==> config.mk <==
export PLATFORM = sky130hd
export DESIGN_NAME = ramsim_arbiter
export DESIGN_NICKNAME = d
export VERILOG_FILES = /design/src/rtl/ramsim_arbiter.sv
export SDC_FILE = /design/constraint.sdc
export NUM_CORES = 1
export LEC_CHECK = 0
export BUFFER_PORTS_ARGS = -buffer_cell sky130_fd_sc_hd__buf_2
export CAP_MARGIN = 25
export CORE_AREA = 5 5 328 330
export CTS_BUF_LIST = sky130_fd_sc_hd__clkbuf_2
export CTS_CLUSTER_SIZE = 25
export DETAILED_ROUTE_END_ITERATION = 10
export DIE_AREA = 0 0 333 335
export PLACE_DENSITY_LB_ADDON = 0.3
export SYNTH_ARGS = -nofsm -noshare
export SYNTH_HDL_FRONTEND = slang
export SYNTH_SLANG_ARGS = --single-unit
export TNS_END_PERCENT = 5
==> constraint.sdc <==
create_clock -name clk -period 6 [get_ports clk]
set_clock_uncertainty 0.1 [all_clocks]
set_input_delay 0.9 -clock clk [delete_from_list [all_inputs] [get_ports clk]]
set_output_delay 0.9 -clock clk [all_outputs]
set_load 0.05 [all_outputs]
==> src/rtl/ramsim_arbiter.sv <==
// Round-robin arbiter/sequencer sharing one RAMsim_DPI port among NREQ requesters.
// One transaction in flight: IDLE -> ISSUE -> WAIT (with timeout) -> RESP.
module ramsim_arbiter #(
  parameter int unsigned NREQ    = 4,
  parameter int unsigned TIMEOUT = 1024
) (
  input  logic               clk,
  input  logic               rst,
  input  logic [NREQ-1:0]    req_valid,
  input  logic [NREQ-1:0]    req_we,
  input  logic [NREQ*64-1:0] req_addr,
  input  logic [NREQ*64-1:0] req_wdata,
  output logic [NREQ-1:0]    req_ready,
  output logic [NREQ-1:0]    resp_valid,
  output logic               resp_err,
  output logic [63:0]        resp_rdata,
  output logic               rvalid,
  output logic               wvalid,
  output logic [63:0]        raddr,
  output logic [63:0]        waddr,
  output logic [63:0]        wdata,
  input  logic               readReady,
  input  logic               writeReady,
  input  logic               readfin,
  input  logic               writefin,
  input  logic [63:0]        rdata
);

  localparam int unsigned IW = (NREQ > 1) ? $clog2(NREQ) : 1;
  localparam int unsigned CW = $clog2(TIMEOUT + 1);

  localparam logic [1:0] S_IDLE  = 2'd0;
  localparam logic [1:0] S_ISSUE = 2'd1;
  localparam logic [1:0] S_WAIT  = 2'd2;
  localparam logic [1:0] S_RESP  = 2'd3;

  logic [1:0]    r_state;
  logic [IW-1:0] r_own;
  logic          r_we;
  logic [63:0]   r_addr;
  logic [63:0]   r_wdata;
  logic [63:0]   r_rdata;
  logic          r_err;
  logic [IW-1:0] r_last;
  logic [CW-1:0] r_cnt;

  logic [1:0]    w_state_nxt;
  logic [IW-1:0] w_own_nxt;
  logic          w_we_nxt;
  logic [63:0]   w_addr_nxt;
  logic [63:0]   w_wdata_nxt;
  logic [63:0]   w_rdata_nxt;
  logic          w_err_nxt;
  logic [IW-1:0] w_last_nxt;
  logic [CW-1:0] w_cnt_nxt;

  logic [NREQ-1:0] w_req_ready;
  logic            w_rstrb;
  logic            w_wstrb;
  logic            w_fin;
  logic            w_gnt_found;
  logic [IW-1:0]   w_gnt_idx;
  logic [63:0]     w_addr_arr  [NREQ];
  logic [63:0]     w_wdata_arr [NREQ];

  for (genvar g = 0; g < int'(NREQ); g++) begin : g_unpack
    assign w_addr_arr[g]  = req_addr[g*64 +: 64];
    assign w_wdata_arr[g] = req_wdata[g*64 +: 64];
  end

  // Round-robin search starting one past the last owner.
  always_comb begin
    int j;
    j           = 0;
    w_gnt_found = 1'b0;
    w_gnt_idx   = '0;
    for (int i = 1; i <= int'(NREQ); i++) begin
      j = int'(r_last) + i;
      if (j >= int'(NREQ)) j = j - int'(NREQ);
      if (!w_gnt_found && req_valid[IW'(j)]) begin
        w_gnt_found = 1'b1;
        w_gnt_idx   = IW'(j);
      end
    end
  end

  // Next-state and combinational strobe logic.
  always_comb begin
    w_state_nxt = r_state;
    w_own_nxt   = r_own;
    w_we_nxt    = r_we;
    w_addr_nxt  = r_addr;
    w_wdata_nxt = r_wdata;
    w_rdata_nxt = r_rdata;
    w_err_nxt   = r_err;
    w_last_nxt  = r_last;
    w_cnt_nxt   = r_cnt;
    w_req_ready = '0;
    w_rstrb     = 1'b0;
    w_wstrb     = 1'b0;
    w_fin       = r_we ? writefin : readfin;
    case (r_state)
      S_IDLE: begin
        if (w_gnt_found) begin
          w_req_ready = NREQ'(1) << w_gnt_idx;
          w_own_nxt   = w_gnt_idx;
          w_we_nxt    = req_we[w_gnt_idx];
          w_addr_nxt  = w_addr_arr[w_gnt_idx];
          w_wdata_nxt = w_wdata_arr[w_gnt_idx];
          w_state_nxt = S_ISSUE;
        end
      end
      S_ISSUE: begin
        if (r_we ? writeReady : readReady) begin
          w_wstrb     = r_we;
          w_rstrb     = !r_we;
          w_cnt_nxt   = '0;
          w_state_nxt = S_WAIT;
        end
      end
      S_WAIT: begin
        // A fin arriving on the timeout cycle still completes normally.
        if (w_fin) begin
          w_rdata_nxt = r_we ? 64'd0 : rdata;
          w_err_nxt   = 1'b0;
          w_state_nxt = S_RESP;
        end else if (r_cnt == CW'(TIMEOUT - 1)) begin
          w_rdata_nxt = 64'd0;
          w_err_nxt   = 1'b1;
          w_state_nxt = S_RESP;
        end else begin
          w_cnt_nxt = r_cnt + CW'(1);
        end
      end
      S_RESP: begin
        w_last_nxt  = r_own;
        w_state_nxt = S_IDLE;
      end
      default: w_state_nxt = S_IDLE;
    endcase
  end

  always_ff @(posedge clk) begin
    if (rst) begin
      r_state <= S_IDLE;
      r_own   <= '0;
      r_we    <= 1'b0;
      r_addr  <= 64'd0;
      r_wdata <= 64'd0;
      r_rdata <= 64'd0;
      r_err   <= 1'b0;
      r_last  <= IW'(NREQ - 1);
      r_cnt   <= '0;
    end else begin
      r_state <= w_state_nxt;
      r_own   <= w_own_nxt;
      r_we    <= w_we_nxt;
      r_addr  <= w_addr_nxt;
      r_wdata <= w_wdata_nxt;
      r_rdata <= w_rdata_nxt;
      r_err   <= w_err_nxt;
      r_last  <= w_last_nxt;
      r_cnt   <= w_cnt_nxt;
    end
  end

  assign req_ready  = w_req_ready;
  assign rvalid     = w_rstrb;
  assign wvalid     = w_wstrb;
  assign resp_valid = (r_state == S_RESP) ? (NREQ'(1) << r_own) : '0;
  assign resp_err   = r_err;
  assign resp_rdata = r_rdata;
  assign raddr      = r_addr;
  assign waddr      = r_addr;
  assign wdata      = r_wdata;

endmodule

==> run summary <==
## Clock tree
* **total setup buffers inserted after CTS** 0
* **clock tree from TritonCTS** built
* **Inserted Clock Buffers** 72
* **H-tree lvl count** 3
* **Resized Gates After CTS** 0
* **post-cts hold buffer count** 466
* **total clock sinks** 211
* **maximum root-to-sink buffer count** 3
* **clock slew at the register clock pins of the worst setup and hold paths** 0.10 ns
* **CTS root buf** sky130_fd_sc_hd__clkbuf_2
* **latest clock arrival within the worst-skew pair** 1.07 ns

## STA
* **Worst-Margin Slew** 0.898 ns
* **number of endpoints failing setup at the final stage** 0
* **unrepaired setup endpoints after global routing** no
* **clock period minus worst slack** 4.60 ns
* **number of hold violations in the final report** 0
* **highest attainable clock frequency** 218 MHz
* **final setup TNS** 0 ns
* **Period Utilization, post-route** 76.6%
* **count of pins over their slew limit** 0
* **tightest slew margin relative to the limit** 40.1%

## Drt
* **remaining antenna violation count after routing** 0
* **DRT Wirelength** 80600 um
* **violation count after the first detailed-route iteration** 835
* **via/cell ratio** 4.00
* **routed length per instance** 19.3 um
* **DRC violation count after routing** 0
* **iteration count of the initial detailed-routing pass** 5
* **routed vias** 16700

## Final layout
* **share of post-route cells with drive strength above 1** 36.7%
* **synth-to-layout area growth** 86.1%
* **net count reported at finish** 3308
* **number of filler instances in the final layout** 11800
* **most frequent cells in the layout** sky130_fd_sc_hd__buf_2 (856), sky130_fd_sc_hd__dlygate4sd3_1 (466), sky130_fd_sc_hd__a211oi_1 (263), sky130_fd_sc_hd__dfxtp_1 (211), sky130_fd_sc_hd__nand2_1 (130)
* **design area** 22700 sq um
* **most common library cell in the layout ignoring fill and taps** sky130_fd_sc_hd__buf_2

## Synth
* **number of enable flip-flop cells after synthesis** 0
* **net count after synthesis** 2111
* **Yosys Warn Count** 0
* **count of different cell masters after synthesis** 44
* **sequential fraction of the synthesis area** 34.7%
* **most used flip-flop cell after synthesis** sky130_fd_sc_hd__dfxtp_1
* **share of flip-flops with an asynchronous set or reset after synthesis** 0%
* **Seq cells post-synth** 211
* **Synth Area per Inst** 8.03 sq um
* **Netlist Area Pre-Place** 12200 sq um
* **instance count of the mapped netlist** 1516

## Critical path
* **Critical-path top delay cell** sky130_fd_sc_hd__a21boi_4
* **delay of the slowest cell on the worst path** 0.72 ns
* **R2R depth** 8
* **RR Endpoint** wdata[54]
* **Critical Path Source Type** flop
* **endpoint class of the critical path** flop
* **Setup CP Type** flop to flop
* **launch point of the worst reg-to-reg path** r_state[0]
* **crit path cell chain** inv_1 > ha_1 > a21boi_4 > buf_4 > nand2_2 > buf_4 > o32ai_1 > dlygate4sd3_1
* **data arrival at the endpoint of the critical path** 5.45 ns
* **critical path required time** 6.86 ns
* **crit path buf inv count** 4
* **register-to-register setup slack** 1.40 ns
* **family with the most delay on the worst path** buffers and inverters
* **largest fanout of any net on the critical path** 50
* **cell seen most often among critical-path stages** sky130_fd_sc_hd__buf_4

## Floorplanning
* **ports placed on the boundary** 857
* **Die Footprint** 112000 sq um
* **number of placement rows** 119
* **core box area** 105000 sq um
* **starting density of the core** 11.7%
* **width of the die** 333 um
* **Die Y** 335 um

## Power
* **P_leak** 10.4 nW
* **clock network power share** 13.6%
* **Cell Pwr Density** 425 nW/um^2
* **share of total power in combinational logic** 63.7%
* **Internal Power** 4.26 mW
* **fraction of power consumed by sequential logic** 22.7%
* **switching pwr** 5.38 mW
* **proportion of total power due to net switching** 55.8%
* **VDD IR max** 0.333 mV

## Global routing
* **all-layer global routing usage** 13.5%
* **pin count of the biggest net entering global routing** 175
* **via count of the first global-routing pass** 16900
* **first-pass GRT wire length** 113000 um
* **sum of overflow across all layers after global routing** 0
* **number of antenna violations at the first check in global routing** 24

## Place
* **Cell Area, Placed** 17300 sq um
* **Final GP Congestion** 0.936
* **sum of net half-perimeters after detailed placement** 58600 um
* **number of buffer cells added on primary ports** 856

## Min path
* **class of the worst hold path** primary input to flop
* **endpoint with the worst hold slack** resp_rdata[58]
* **Min-Delay Path Depth** 4
* **launch instance of the worst min-delay path** readfin

## Job
* **number of violations of the max-capacitance limit** 0

## Status
* **result of the run** complete, no violations

## logic make-up after synthesis
logic type,count (synthesis),share of synthesized area (%)
xor gates and xnor gates,4,0.288
AOI/OAI and AO/OA,555,31.2
adders and majority gates,5,0.514
and+or+nand+nor,353,14.3
buffers and inverters,305,12.1
DFF,211,34.7
muxes,83,6.83
## per-stage QoR
stage          power [mW]  worst slack, ns  instances  util [%]  hold WS (ns)
6_report             9.64             1.40       4174      21.7         0.323
5_1_grt              10.2            0.936       4165      21.7         0.125
3_3_place_gp         7.51             1.71       3563      16.6         0.336
4_1_cts              9.78             1.02       4154      21.6        0.0164
2_1_floorplan        5.99             2.39       1516         -         0.347
3_5_place_dp         7.50             1.70       3564      16.6         0.340
## worst reg2reg max path, delay by kind of cell, from the launching register on
kind | cells | cell delay (ns)
flip-flops | 1 | 0.34
AO/OA/AOI/OAI | 2 | 1.06
AND/OR/NAND/NOR | 1 | 0.73
adder cells (fa/ha/maj) | 1 | 0.41
buffers and inverters | 4 | 1.83
## registers in the layout, summed over array words and instances, names as in the netlist
name        cells
r_cnt          11
r_last          2
r_own           2
r_state         2
r_we            1
raddr          64
resp_err        1
resp_rdata     64
wdata          64
## synthesized netlist by cell type, types with 2 or more instances
cell | instances | area share, %
sky130_fd_sc_hd__a31oi_1 | 76 | 3.9
sky130_fd_sc_hd__nand2b_1 | 4 | 0.21
sky130_fd_sc_hd__mux2i_1 | 82 | 6.7
sky130_fd_sc_hd__a21o_1 | 3 | 0.18
sky130_fd_sc_hd__clkbuf_1 | 108 | 3.3
sky130_fd_sc_hd__buf_1 | 2 | 0.062
sky130_fd_sc_hd__nor2_1 | 20 | 0.62
sky130_fd_sc_hd__nand4b_1 | 2 | 0.14
sky130_fd_sc_hd__nor2b_1 | 108 | 5.5
sky130_fd_sc_hd__a31o_2 | 2 | 0.14
sky130_fd_sc_hd__nand2_1 | 132 | 4.1
sky130_fd_sc_hd__nor3_1 | 2 | 0.082
sky130_fd_sc_hd__xnor2_1 | 4 | 0.29
sky130_fd_sc_hd__a21oi_1 | 69 | 2.8
sky130_fd_sc_hd__nand4_1 | 2 | 0.10
sky130_fd_sc_hd__o32ai_1 | 53 | 3.8
sky130_fd_sc_hd__a211oi_1 | 263 | 16
sky130_fd_sc_hd__nor3b_1 | 2 | 0.12
sky130_fd_sc_hd__and3_1 | 4 | 0.21
sky130_fd_sc_hd__o21ai_1 | 2 | 0.082
sky130_fd_sc_hd__o21ai_0 | 79 | 3.2
sky130_fd_sc_hd__ha_1 | 5 | 0.51
sky130_fd_sc_hd__nand3_1 | 73 | 3.0
sky130_fd_sc_hd__buf_2 | 35 | 1.4
sky130_fd_sc_hd__buf_4 | 74 | 4.6
sky130_fd_sc_hd__dfxtp_1 | 211 | 35
sky130_fd_sc_hd__inv_1 | 82 | 2.5
## area by class of cell
| cell class | count | area [sq um] | share of cell area (%) |
|---|---|---|---|
| antenna | 20 | 50.0 | 0.221 |
| clock buffer | 103 | 515 | 2.27 |
| clock inverter | 21 | 119 | 0.524 |
| inverter | 83 | 314 | 1.39 |
| multi-input combinational | 1000 | 6560 | 28.9 |
| sequential | 211 | 4220 | 18.6 |
| tap | 1391 | 1740 | 7.68 |
| timing repair buffer | 1345 | 9150 | 40.3 |
## worst max path at each step
stage | from | to | slack, ns | cells past startpoint
after floorplan | req_valid[2] | req_ready[1] | 2.39 | 8
after global placement | req_valid[1] | wdata[54] | 1.71 | 7
after detailed placement | req_valid[1] | wdata[48] | 1.70 | 7
after CTS | r_last[0] | req_ready[1] | 1.02 | 5
after global routing | r_state[0] | wdata[54] | 0.94 | 8
final | r_state[0] | wdata[54] | 1.40 | 8
## power by group through the flow
stage / Clock (mW) / Sequential [mW] / Combinational (mW)
after global placement: 0 / 2.22 / 5.30
after detailed placement: 0 / 2.21 / 5.28
after CTS: 1.42 / 2.19 / 6.17
after global routing: 1.48 / 2.24 / 6.52
after floorplan: 0 / 3.47 / 2.52
final: 1.31 / 2.18 / 6.14
## routing by layer
layer | vias to the layer above | GRT usage, % | routed length [um]
li1 | 7956 | - | -
met1 | 7857 | 17.2 | 34100
met2 | 716 | 21.2 | 36800
met3 | 151 | 4.13 | 6740
met4 | 12 | 5.82 | 2830
met5 | - | 0 | 80
Power figures use the tool's default switching activity.
